===== config.mk =====
export PLATFORM = sky130hd
export DESIGN_NAME = load_store_unit
export DESIGN_NICKNAME = d
export VERILOG_FILES = /design/src/rtl/load_store_unit.sv
export SDC_FILE = /design/constraint.sdc
export NUM_CORES = 1
export LEC_CHECK = 0
export CAP_MARGIN = 10
export CORE_ASPECT_RATIO = 2
export CORE_MARGIN = 2
export CORE_UTILIZATION = 45
export CTS_CLUSTER_DIAMETER = 200
export DETAILED_ROUTE_END_ITERATION = 10
export PLACE_DENSITY = 0.89
export SYNTH_ARGS = -nofsm -noshare
export SYNTH_HDL_FRONTEND = slang
export SYNTH_SLANG_ARGS = --single-unit

===== constraint.sdc =====
create_clock -name clk -period 2.5 [get_ports clk]
set_input_delay 0.5 -clock clk [delete_from_list [all_inputs] [get_ports clk]]
set_output_delay 0.5 -clock clk [all_outputs]
set_load 0.05 [all_outputs]

===== src/rtl/load_store_unit.sv =====
// Load/store sequencer between the execute stage and a simple req/ack memory port.
// Handles lane placement, load extension, alignment faults and ack timeouts.
module load_store_unit #(
   parameter int unsigned ACK_TIMEOUT = 255
) (
   input  logic        clk,
   input  logic        rst_n,
   input  logic        req_valid,
   input  logic        req_we,
   input  logic [1:0]  req_size,
   input  logic        req_unsigned,
   input  logic [31:0] addr_in,
   input  logic [31:0] store_data_in,
   output logic        req_ready,
   output logic        mem_req,
   output logic        mem_we,
   output logic [31:0] mem_addr,
   output logic [3:0]  mem_be,
   output logic [31:0] mem_wdata,
   input  logic        mem_ack,
   input  logic [31:0] mem_rdata,
   output logic [31:0] load_data_out,
   output logic        done,
   output logic        misaligned,
   output logic        bus_error
);

   // state  | meaning
   // IDLE   | waiting for a request, req_ready high
   // ACCESS | mem_req held with stable address/lanes until ack or timeout
   // RESP   | one-cycle done pulse after a completed access
   // FAULT  | one-cycle done pulse with misaligned or bus_error
   typedef enum logic [1:0] {
      S_IDLE   = 2'd0,
      S_ACCESS = 2'd1,
      S_RESP   = 2'd2,
      S_FAULT  = 2'd3
   } state_t;

   localparam logic [8:0] TO_LIMIT = 9'(ACK_TIMEOUT);

   state_t      state_q, state_d;
   logic [7:0]  cnt_q, cnt_d;
   logic [31:0] load_q, load_d;
   logic        buserr_q, buserr_d;
   logic [31:0] addr_q;
   logic [1:0]  size_q;
   logic        uns_q;
   logic        we_q;
   logic [3:0]  be_q;
   logic [31:0] wdata_q;

   logic        capture;
   logic        aligned;
   logic [3:0]  be_new;
   logic [31:0] wdata_new;
   logic [7:0]  byte_sel;
   logic [15:0] half_sel;
   logic [31:0] load_ext;
   logic [8:0]  cnt_inc;
   logic        timeout_hit;

   // Lane enables and replicated store data are computed once at accept so
   // the memory port sees them unchanged for the whole access.
   always_comb begin
      aligned   = 1'b0;
      be_new    = 4'b0000;
      wdata_new = store_data_in;
      case (req_size)
         2'b00: begin
            aligned   = 1'b1;
            be_new    = 4'b0001 << addr_in[1:0];
            wdata_new = {4{store_data_in[7:0]}};
         end
         2'b01: begin
            aligned   = ~addr_in[0];
            be_new    = 4'b0011 << addr_in[1:0];
            wdata_new = {2{store_data_in[15:0]}};
         end
         2'b10: begin
            aligned   = (addr_in[1:0] == 2'b00);
            be_new    = 4'b1111;
            wdata_new = store_data_in;
         end
         default: begin
            aligned   = 1'b0;
            be_new    = 4'b0000;
            wdata_new = store_data_in;
         end
      endcase
   end

   always_comb begin
      byte_sel = mem_rdata[7:0];
      half_sel = addr_q[1] ? mem_rdata[31:16] : mem_rdata[15:0];
      case (addr_q[1:0])
         2'b00:   byte_sel = mem_rdata[7:0];
         2'b01:   byte_sel = mem_rdata[15:8];
         2'b10:   byte_sel = mem_rdata[23:16];
         default: byte_sel = mem_rdata[31:24];
      endcase
      case (size_q)
         2'b00:   load_ext = {{24{~uns_q & byte_sel[7]}}, byte_sel};
         2'b01:   load_ext = {{16{~uns_q & half_sel[15]}}, half_sel};
         default: load_ext = mem_rdata;
      endcase
   end

   assign cnt_inc     = {1'b0, cnt_q} + 9'd1;
   assign timeout_hit = (cnt_inc == TO_LIMIT);

   always_comb begin
      state_d  = state_q;
      cnt_d    = cnt_q;
      load_d   = load_q;
      buserr_d = buserr_q;
      capture  = 1'b0;
      case (state_q)
         S_IDLE: begin
            if (req_valid) begin
               capture  = 1'b1;
               cnt_d    = 8'd0;
               buserr_d = 1'b0;
               state_d  = aligned ? S_ACCESS : S_FAULT;
            end
         end
         S_ACCESS: begin
            // An ack arriving on the timeout cycle still completes the access.
            if (mem_ack) begin
               if (!we_q) begin
                  load_d = load_ext;
               end
               state_d = S_RESP;
            end else if (timeout_hit) begin
               buserr_d = 1'b1;
               state_d  = S_FAULT;
            end else begin
               cnt_d = cnt_inc[7:0];
            end
         end
         S_RESP:  state_d = S_IDLE;
         S_FAULT: state_d = S_IDLE;
         default: state_d = S_IDLE;
      endcase
   end

   always_ff @(posedge clk or negedge rst_n) begin
      if (!rst_n) begin
         state_q  <= S_IDLE;
         cnt_q    <= 8'd0;
         load_q   <= 32'd0;
         buserr_q <= 1'b0;
         addr_q   <= 32'd0;
         size_q   <= 2'b00;
         uns_q    <= 1'b0;
         we_q     <= 1'b0;
         be_q     <= 4'b0000;
         wdata_q  <= 32'd0;
      end else begin
         state_q  <= state_d;
         cnt_q    <= cnt_d;
         load_q   <= load_d;
         buserr_q <= buserr_d;
         if (capture) begin
            addr_q  <= addr_in;
            size_q  <= req_size;
            uns_q   <= req_unsigned;
            we_q    <= req_we;
            be_q    <= be_new;
            wdata_q <= wdata_new;
         end
      end
   end

   assign req_ready     = (state_q == S_IDLE);
   assign mem_req       = (state_q == S_ACCESS);
   assign mem_we        = (state_q == S_ACCESS) & we_q;
   assign mem_be        = (state_q == S_ACCESS) ? be_q : 4'b0000;
   assign mem_addr      = {addr_q[31:2], 2'b00};
   assign mem_wdata     = wdata_q;
   assign load_data_out = load_q;
   assign done          = (state_q == S_RESP) | (state_q == S_FAULT);
   assign misaligned    = (state_q == S_FAULT) & ~buserr_q;
   assign bus_error     = (state_q == S_FAULT) & buserr_q;

endmodule

==> qor.csv, run 1 <==
metric,value,unit
outcome,"complete, no violations",
cts-root-buf,clkbuf_16,
path_clk_slew,0.06,ns
die_h,162.7,um
slew_headroom,0.5042,
syn_inst,655,
cts_max_level,4,
clock_path_buffers,2,
ir_drop,1174,uV
layout.nets,931,
grt_pass1_vias,5244,
hp-class,primary input to asynchronous set/reset pin,
period_needed,2.377,ns
powerDensity,1495,mW/mm2
start_util,0.4565,
std_cell_rows,58,
p_leak,3.792,nW
yosysWarnings,0,
synth.avg_cell_area,8.650,um2
worstMarginPinSlew,0.7422,ns
gp_congestion,0.8422,
synth_top_flop_cell,dfrtp_1,
finClkSkew,0.01162,ns
setup_ws,0.1230,ns
area_growth,46.64,%
synth_edf_count,0,
insertion_delay,0.41,ns
cts_tree,done,
cp-start-kind,register,
syn-cell-area,0.005665,mm2
num_vias,5224,
grt_pass1_wl,25960,um
grt_max_degree,65,
cts-buffers-inserted,17,
slew_viol_final,0,
critPathKind,register to output port,
ant_nets,0,
mostFrequentLayoutCells,"nand2_1 (214), clkdlybuf4s50_1 (200), dfrtp_1 (115)",
die_area,0.01356,mm2
final.period_utilization,0.9508,
report.power.total,12.42,mW
stdcell_count,988,
core,0.01241,mm2
drc_errors,0,
setup_viol,0,
hpwl,11360,um
drive_gt1_frac,0.07757,
grt_usage,0.2358,
arrival,1.88,ns
drv_cap,0,
cts_hold_buf,0,
yosysUniqueCellTypes,44,
via_per_inst,5.287,
dp_slack,0.1883,ns
drt_pass1_iterations,5,
die_w,83.34,um
post-cts-setup-buffer-count,0,
gr-total-overflow,0,
ys_seq_area_frac,0.5080,
finalSetupTns,0,ns
critPathMaxFanout,7,
wl,15840,um
end_kind,output port,
cts_resized,0,
first_iter_violations,307,
hold_violations,0,
antenna_found_initial,0,
rsz0062_at_grt,no,
crit_required,2.00,ns
ios,210,
port-buffer-count,207,
max_freq,420.7,MHz
ys_async_sr_fraction,1.000,
clkSinkCount,115,
placed_cells,956,
final_common_cell,nand2_1,
wl_per_cell,16.03,um
diodes,0,
synth-seq-cells,115,
[worst max-delay path: stages (launching register included)]
cell             delay (ns)
dfrtp_1                0.43
nor2_1                 0.21
clkdlybuf4s50_1        0.84
[stage by stage]
stage | util | instance area (um2) | hold WS (ns)
floorplan | - | 5669 | 0.2044
global placement | 0.6207 | 7702 | 0.4466
detailed placement | 0.6207 | 7702 | 0.4493
CTS | 0.6695 | 8308 | 0.1110
global route | 0.6695 | 8308 | 0.1454
finish | 0.6695 | 8308 | 0.1105
[path summary, 6_finish.rpt]
check,startpoint,endpoint,slack (ns),cells after the start
setup / recovery,state_q[0],req_ready,0.12,2
hold / removal,rst_n,mem_wdata[5],0.11,1
setup reg to reg,cnt_q[1],cnt_q[2],0.18,7
hold reg to reg,be_q[2],be_q[2],0.46,2
max in group asynchronous,rst_n,load_data_out[25],1.77,2
min in group clk,be_q[2],be_q[2],0.46,2
[cell type report]
class	instances	area, um2
inverters	4	15.01
flip-flops and latches	115	2878
clock buffers	18	429.2
clock inverters	14	176.4
multi-input cells	464	2385
repair buffers	223	2237
well taps	150	187.7
fillers	911	4101
[where the power goes]
part | internal, mW | total, mW | switching, mW | leakage [nW]
clock network | 1.58 | 2.48 | 0.900 | 0.292
logic | 2.21 | 6.71 | 4.50 | 2.07
registers | 2.69 | 3.23 | 0.539 | 1.43
[cells in the mapped netlist, drive strengths merged (2+ instances only)]
cell type / number / area [um2]
nand2b: 2 / 12.51
and3: 3 / 18.77
nand2: 215 / 807.0
nor3: 12 / 60.06
o21ai: 48 / 240.2
o22ai: 6 / 37.54
mux2i: 25 / 250.2
inv: 3 / 11.26
nor2b: 6 / 37.54
a221o: 5 / 50.05
nor2: 48 / 187.7
buf: 36 / 256.5
a211oi: 2 / 15.01
mux2: 3 / 33.78
a31oi: 5 / 31.28
clkbuf: 37 / 138.9
nand3b: 2 / 15.01
nand4: 2 / 12.51
a21o: 3 / 22.52
and2: 7 / 43.79
a21oi: 36 / 180.2
dfrtp: 115 / 2878
nand3: 4 / 25.02
a22o: 7 / 61.31
xnor2: 2 / 17.52
ha: 2 / 25.02
a221oi: 7 / 61.31
[cells by family (layout without fill, tap and decap cells)]
group | Yosys count | in the layout | share of synthesized area
xor+xnor | 2 | 2 | 0.003092
other cells | 1 | 2 | 0.0006619
compound gates | 124 | 124 | 0.1358
flops | 115 | 115 | 0.5080
mux | 29 | 29 | 0.05411
fa+ha+maj | 2 | 2 | 0.004416
buf+inv | 77 | 259 | 0.07244
simple gates | 305 | 305 | 0.2215
[metal layers]
metal	vias up	GRT usage	wire (um)	share of wire
met5	-	0	0	0
li1	2495	-	-	-
met1	2440	0.2886	6370	0.40
met4	0	0.07377	205	0.013
met3	17	0.08312	1485	0.094
met2	272	0.3908	7778	0.49
[state kept, by name, indices dropped and copies added, names as in the netlist, 2 cells and up]
signal and count:
addr_q 32, load_data_out 32, mem_wdata 32, cnt_q 8, be_q 4, size_q 2
state_q 2
Power figures use the tool's default switching activity.
==> inputs of run 2 (changes only) <==
--- a/config.mk
+++ b/config.mk
@@ -6,7 +6,6 @@
 export NUM_CORES = 1
 export LEC_CHECK = 0
 export CAP_MARGIN = 10
-export CORE_ASPECT_RATIO = 2
 export CORE_MARGIN = 2
 export CORE_UTILIZATION = 45
 export CTS_CLUSTER_DIAMETER = 200
==> run 2 against run 1 <==
Compared with the run above: largest power group unchanged; critical path depth did not move; clock skew fell by 0.0050 ns; clock-buffer cell count up 5; non-clock buffer count up 4; via count increased by 1.4%; sequential power about the same; cell area up 2.0%.
==> qor.csv, run 2 (synthesis gave the netlist of run 1 again) <==
metric,value,unit
end_kind,output port,
grt_pass1_wl,26650,um
timing.rr.start,cnt_q[0],
finalSetupTns,0,ns
finClkSkew,0.006631,ns
cts-buffers-inserted,17,
drt_pass1_iterations,5,
critPathKind,register to output port,
drv_cap,0,
die_area,0.01350,mm2
core,0.01216,mm2
cts_max_level,4,
area_growth,49.62,%
die_h,116.2,um
clockPowerShare,0.213,
seq_power_share,0.253,
r2r_cells,7,
crit_path_top_delay_cell,clkdlybuf4s50_1,
final_common_cell,nand2_1,
hp-class,primary input to asynchronous set/reset pin,
cts_hold_buf,0,
report.power.total,12.80,mW
p_comb_frac,0.535,
wl,16410,um
port-buffer-count,207,
fin_area,0.008477,mm2
cp_top_family,buffers and inverters,
cp-start-kind,register,
gp_congestion,0.8415,
powerDensity,1510,mW/mm2
ir_drop,963.4,uV
grt_usage,0.2547,
first_iter_violations,482,
grt_pass1_vias,5311,
antenna_found_initial,0,
cts-root-buf,clkbuf_16,
outcome,"complete, no violations",
start_util,0.4658,
num_vias,5295,
max_freq,418.3,MHz
cts_tree,done,
r2r_end,cnt_q[3],
wl_per_cell,16.25,um
crit_required,2.00,ns
gr-total-overflow,0,
insertion_delay,0.41,ns
grt_max_degree,60,
p_sw,5.913,mW
final.period_utilization,0.9562,
p_leak,3.876,nW
clock_path_buffers,2,
internal_power,6.889,mW
drive_gt1_frac,0.08195,
path_clk_slew,0.06,ns
mostFrequentLayoutCells,"nand2_1 (214), clkdlybuf4s50_1 (198), dfrtp_1 (115)",
r2r_slack,0.15,ns
std_cell_rows,40,
slowest_delay,0.80,ns
period_needed,2.391,ns
placed_area,0.007805,mm2
cp_num_buf_inv,1,
via_per_inst,5.243,
drc_errors,0,
layout.nets,935,
rsz0062_at_grt,no,
slew_headroom,0.5989,
hpwl,11570,um
hold_violations,0,
arrival,1.89,ns
crit_chain,and3_1 -> clkdlybuf4s50_1,
setup_viol,0,
p_sw_frac,0.4619,
ant_nets,0,
die_w,116.2,um
critPathMaxFanout,7,
worstMarginPinSlew,0.6017,ns
diodes,0,
ios,210,
slew_viol_final,0,
clkSinkCount,115,
[run 2: cell count changes in the layout (fill, tap and decap cells not counted), moves of 2 or more]
cell / previous run / this run
buf_12: 5 / 9
clkdlybuf4s50_1: 200 / 198
clkbuf_8: 0 / 5
clkinv_4: 3 / 0
bufinv_16: 3 / 5
inv_6: 4 / 0
[run 2: power groups by stage]
stage	clock (mW)	combinational, mW	sequential, mW
floorplan	0	3.09	4.83
global placement	0	6.73	3.22
detailed placement	0	6.83	3.25
CTS	2.75	6.88	3.24
global route	2.84	7.30	3.35
finish	2.72	6.84	3.24
[run 2: routing by layer]
metal	up-vias	share of wire	track usage
met2	255	0.48	0.4242
met4	0	0.026	0.09286
met3	36	0.098	0.1022
met5	-	0	0
li1	2507	-	-
met1	2497	0.39	0.2993
[run 2: cell type report]
type,count,area (um2)
clock inverter,9,172.7
multi-input combinational,464,2385
inverter,4,15.01
timing repair buffer,227,2318
tap,168,210.2
clock buffer,23,498.0
fill,910,3685
sequential,115,2878
[run 2: per-stage QoR]
stage	instances	utilization	setup slack [ns]	hold WS, ns
after global placement	978	0.6418	0.2902	0.4431
final	1010	0.6970	0.1094	0.06848
after CTS	1010	0.6968	0.03800	0.07499
after global routing	1010	0.6970	0.04273	0.09703
after floorplan	656	-	0.2324	0.2044
after detailed placement	978	0.6418	0.2267	0.4610
[run 2: worst max-delay path by stage]
stage	from	to	slack, ns	cells after the start
floorplan	state_q[0]	load_data_out[21]	0.23	6
global placement	cnt_q[0]	cnt_q[2]	0.29	7
global route	state_q[1]	bus_error	0.04	2
detailed placement	cnt_q[0]	cnt_q[2]	0.23	7
CTS	state_q[1]	req_ready	0.04	2
finish	state_q[1]	bus_error	0.11	2
[run 2: what timing repair did]
item,in CTS,in global routing
setup buffers,0,0
gates cloned,0,0
endpoints found under the hold margin,0,0
gates resized for setup,1,1
setup endpoints to repair,1,1
[run 2: worst register-to-register path, delay by kind of cell (launching register included)]
family,cells,cell delay [ns]
flip-flops,1,0.42
AND/OR/NAND/NOR,3,0.56
adder cells (fa/ha/maj),1,0.27
AO/OA/AOI/OAI,2,0.76
buffers and inverters,1,0.22
==> inputs of run 3 (changes only) <==
--- a/config.mk
+++ b/config.mk
@@ -6,7 +6,7 @@
 export NUM_CORES = 1
 export LEC_CHECK = 0
 export CAP_MARGIN = 10
-export CORE_MARGIN = 2
+export CORE_MARGIN = 1
 export CORE_UTILIZATION = 45
 export CTS_CLUSTER_DIAMETER = 200
 export DETAILED_ROUTE_END_ITERATION = 10
==> run 3 against run 2 <==
Compared with the run above: fmax decreased by 0.64%; global-route usage increased by 0.36 points; utilization decreased by 1.2 points; hold slack improved by 0.0016 ns; non-clock buffer count decreased by 3; sequential share of layout area increased by 0.58 points; first-iteration DRC count increased by 17%; cell count decreased by 0.50%; combinational power decreased by 0.7%; total power decreased by 3.7%.
==> qor.csv, run 3 (synthesis gave the netlist of run 1 again) <==
metric,value,unit
p_sw_frac,0.4788,
max_freq,415.6,MHz
cp-start-kind,register,
r2r_cells,7,
crit_chain,and3_1 -> clkdlybuf4s50_1,
p_leak,3.822,nW
first_iter_violations,563,
placed_area,0.007770,mm2
via_per_inst,5.216,
grt_max_degree,58,
slew_viol_final,0,
period_needed,2.406,ns
ir_drop,949.6,uV
p_sw,5.901,mW
cts_tree,done,
setup_viol,0,
grt_usage,0.2583,
drive_gt1_frac,0.07646,
cp_top_family,buffers and inverters,
path_clk_slew,0.05,ns
port-buffer-count,207,
std_cell_rows,40,
end_kind,output port,
start_util,0.4658,
cts-buffers-inserted,17,
powerDensity,1479,mW/mm2
rsz0062_at_grt,no,
stdcell_count,1005,
critPathMaxFanout,7,
outcome,"complete, no violations",
slew_headroom,0.5747,
diodes,0,
hp-class,primary input to asynchronous set/reset pin,
arrival,1.91,ns
clockPowerShare,0.184,
core,0.01216,mm2
crit_required,2.00,ns
clkSinkCount,115,
fin_area,0.008334,mm2
timing.rr.start,cnt_q[0],
finalSetupTns,0,ns
cts-root-buf,clkbuf_16,
antenna_found_initial,0,
wl_per_cell,16.13,um
grt_pass1_vias,5225,
die_area,0.01304,mm2
cp.depth,2,
placed_cells,975,
mostFrequentLayoutCells,"nand2_1 (214), clkdlybuf4s50_1 (198), dfrtp_1 (115)",
crit_path_top_delay_cell,clkdlybuf4s50_1,
drc_errors,0,
die_h,114.2,um
p_comb_frac,0.551,
worstMarginPinSlew,0.6366,ns
layout.nets,932,
num_vias,5242,
cp_num_buf_inv,1,
critPathLaunch,state_q[1],
grt_pass1_wl,25780,um
final.period_utilization,0.9624,
critPathKind,register to output port,
hold_violations,0,
area_growth,47.11,%
gr-total-overflow,0,
clock_path_buffers,2,
wl,16210,um
finClkSkew,0.009450,ns
seq_power_share,0.265,
ios,210,
drv_cap,0,
ant_nets,0,
cts_max_level,4,
gp_congestion,0.8502,
hpwl,11390,um
die_w,114.2,um
internal_power,6.422,mW
final_common_cell,nand2_1,
insertion_delay,0.42,ns
post-cts-setup-buffer-count,0,
drt_pass1_iterations,5,
slowest_delay,0.80,ns
==> run 3: cell types whose count changed in the layout (fill, tap and decap cells not counted) <==
cell	change
clkinv_2	+1
bufinv_16	-5
buf_12	-1
clkinvlp_4	-1
dlymetal6s2s_1	+1
dlygate4sd2_1	-1
buf_4	-2
clkbuf_8	+3
==> run 3: final timing paths <==
kind,end,slack (ns)
setup / recovery,bus_error,0.09
hold / removal,cnt_q[6],0.07
setup reg to reg,cnt_q[2],0.18
hold reg to reg,be_q[2],0.45
max in group asynchronous,mem_wdata[7],1.73
min in group clk,be_q[2],0.45
==> run 3: timing repair <==
item                                    4_1_cts  5_1_grt
resized for setup                             0        2
hold buffers                                  0        0
endpoints found under the setup margin        0        2
endpoints found under the hold margin         0        0
==> run 3: stage by stage <==
stage	total power [mW]	util	hold WS, ns	worst slack (ns)
2_1_floorplan	7.916	-	0.2044	0.2324
6_report	12.32	0.6853	0.07003	0.09395
3_3_place_gp	9.917	0.6389	0.4450	0.3042
5_1_grt	12.95	0.6853	0.09653	0.001578
3_5_place_dp	10.06	0.6389	0.4482	0.2048
4_1_cts	12.37	0.6849	0.07987	0.03147
==> run 3: cell type report <==
class	instances	area, um2
clock buffers	26	539.3
clock inverters	4	20.02
fillers	914	3827
inverters	4	15.01
multi-input cells	464	2385
flip-flops and latches	115	2878
well taps	168	210.2
repair buffers	224	2287
==> run 3: per-layer routing <==
| metal | up-vias | track usage | routed length (um) |
|---|---|---|---|
| met5 | - | 0 | 0 |
| met4 | 0 | 0.1030 | 394 |
| met3 | 37 | 0.09529 | 1516 |
| met2 | 240 | 0.4339 | 7943 |
| met1 | 2465 | 0.2993 | 6353 |
| li1 | 2500 | - | - |
==> run 3: worst reg2reg max path, cell delays in order, from the launching register on <==
cell and delay [ns]:
dfrtp_1 0.41, ha_1 0.27, nand3_2 0.13, or3_4 0.37, a2111oi_4 0.34, buf_4 0.24, nor2_4 0.08, a221o_1 0.36
==> run 3: power by group through the flow <==
stage / clock network, mW / logic (mW) / registers, mW
finish: 2.27 / 6.79 / 3.26
global placement: 0 / 6.68 / 3.24
detailed placement: 0 / 6.80 / 3.26
global route: 2.39 / 7.21 / 3.36
floorplan: 0 / 3.09 / 4.83
CTS: 2.29 / 6.82 / 3.26
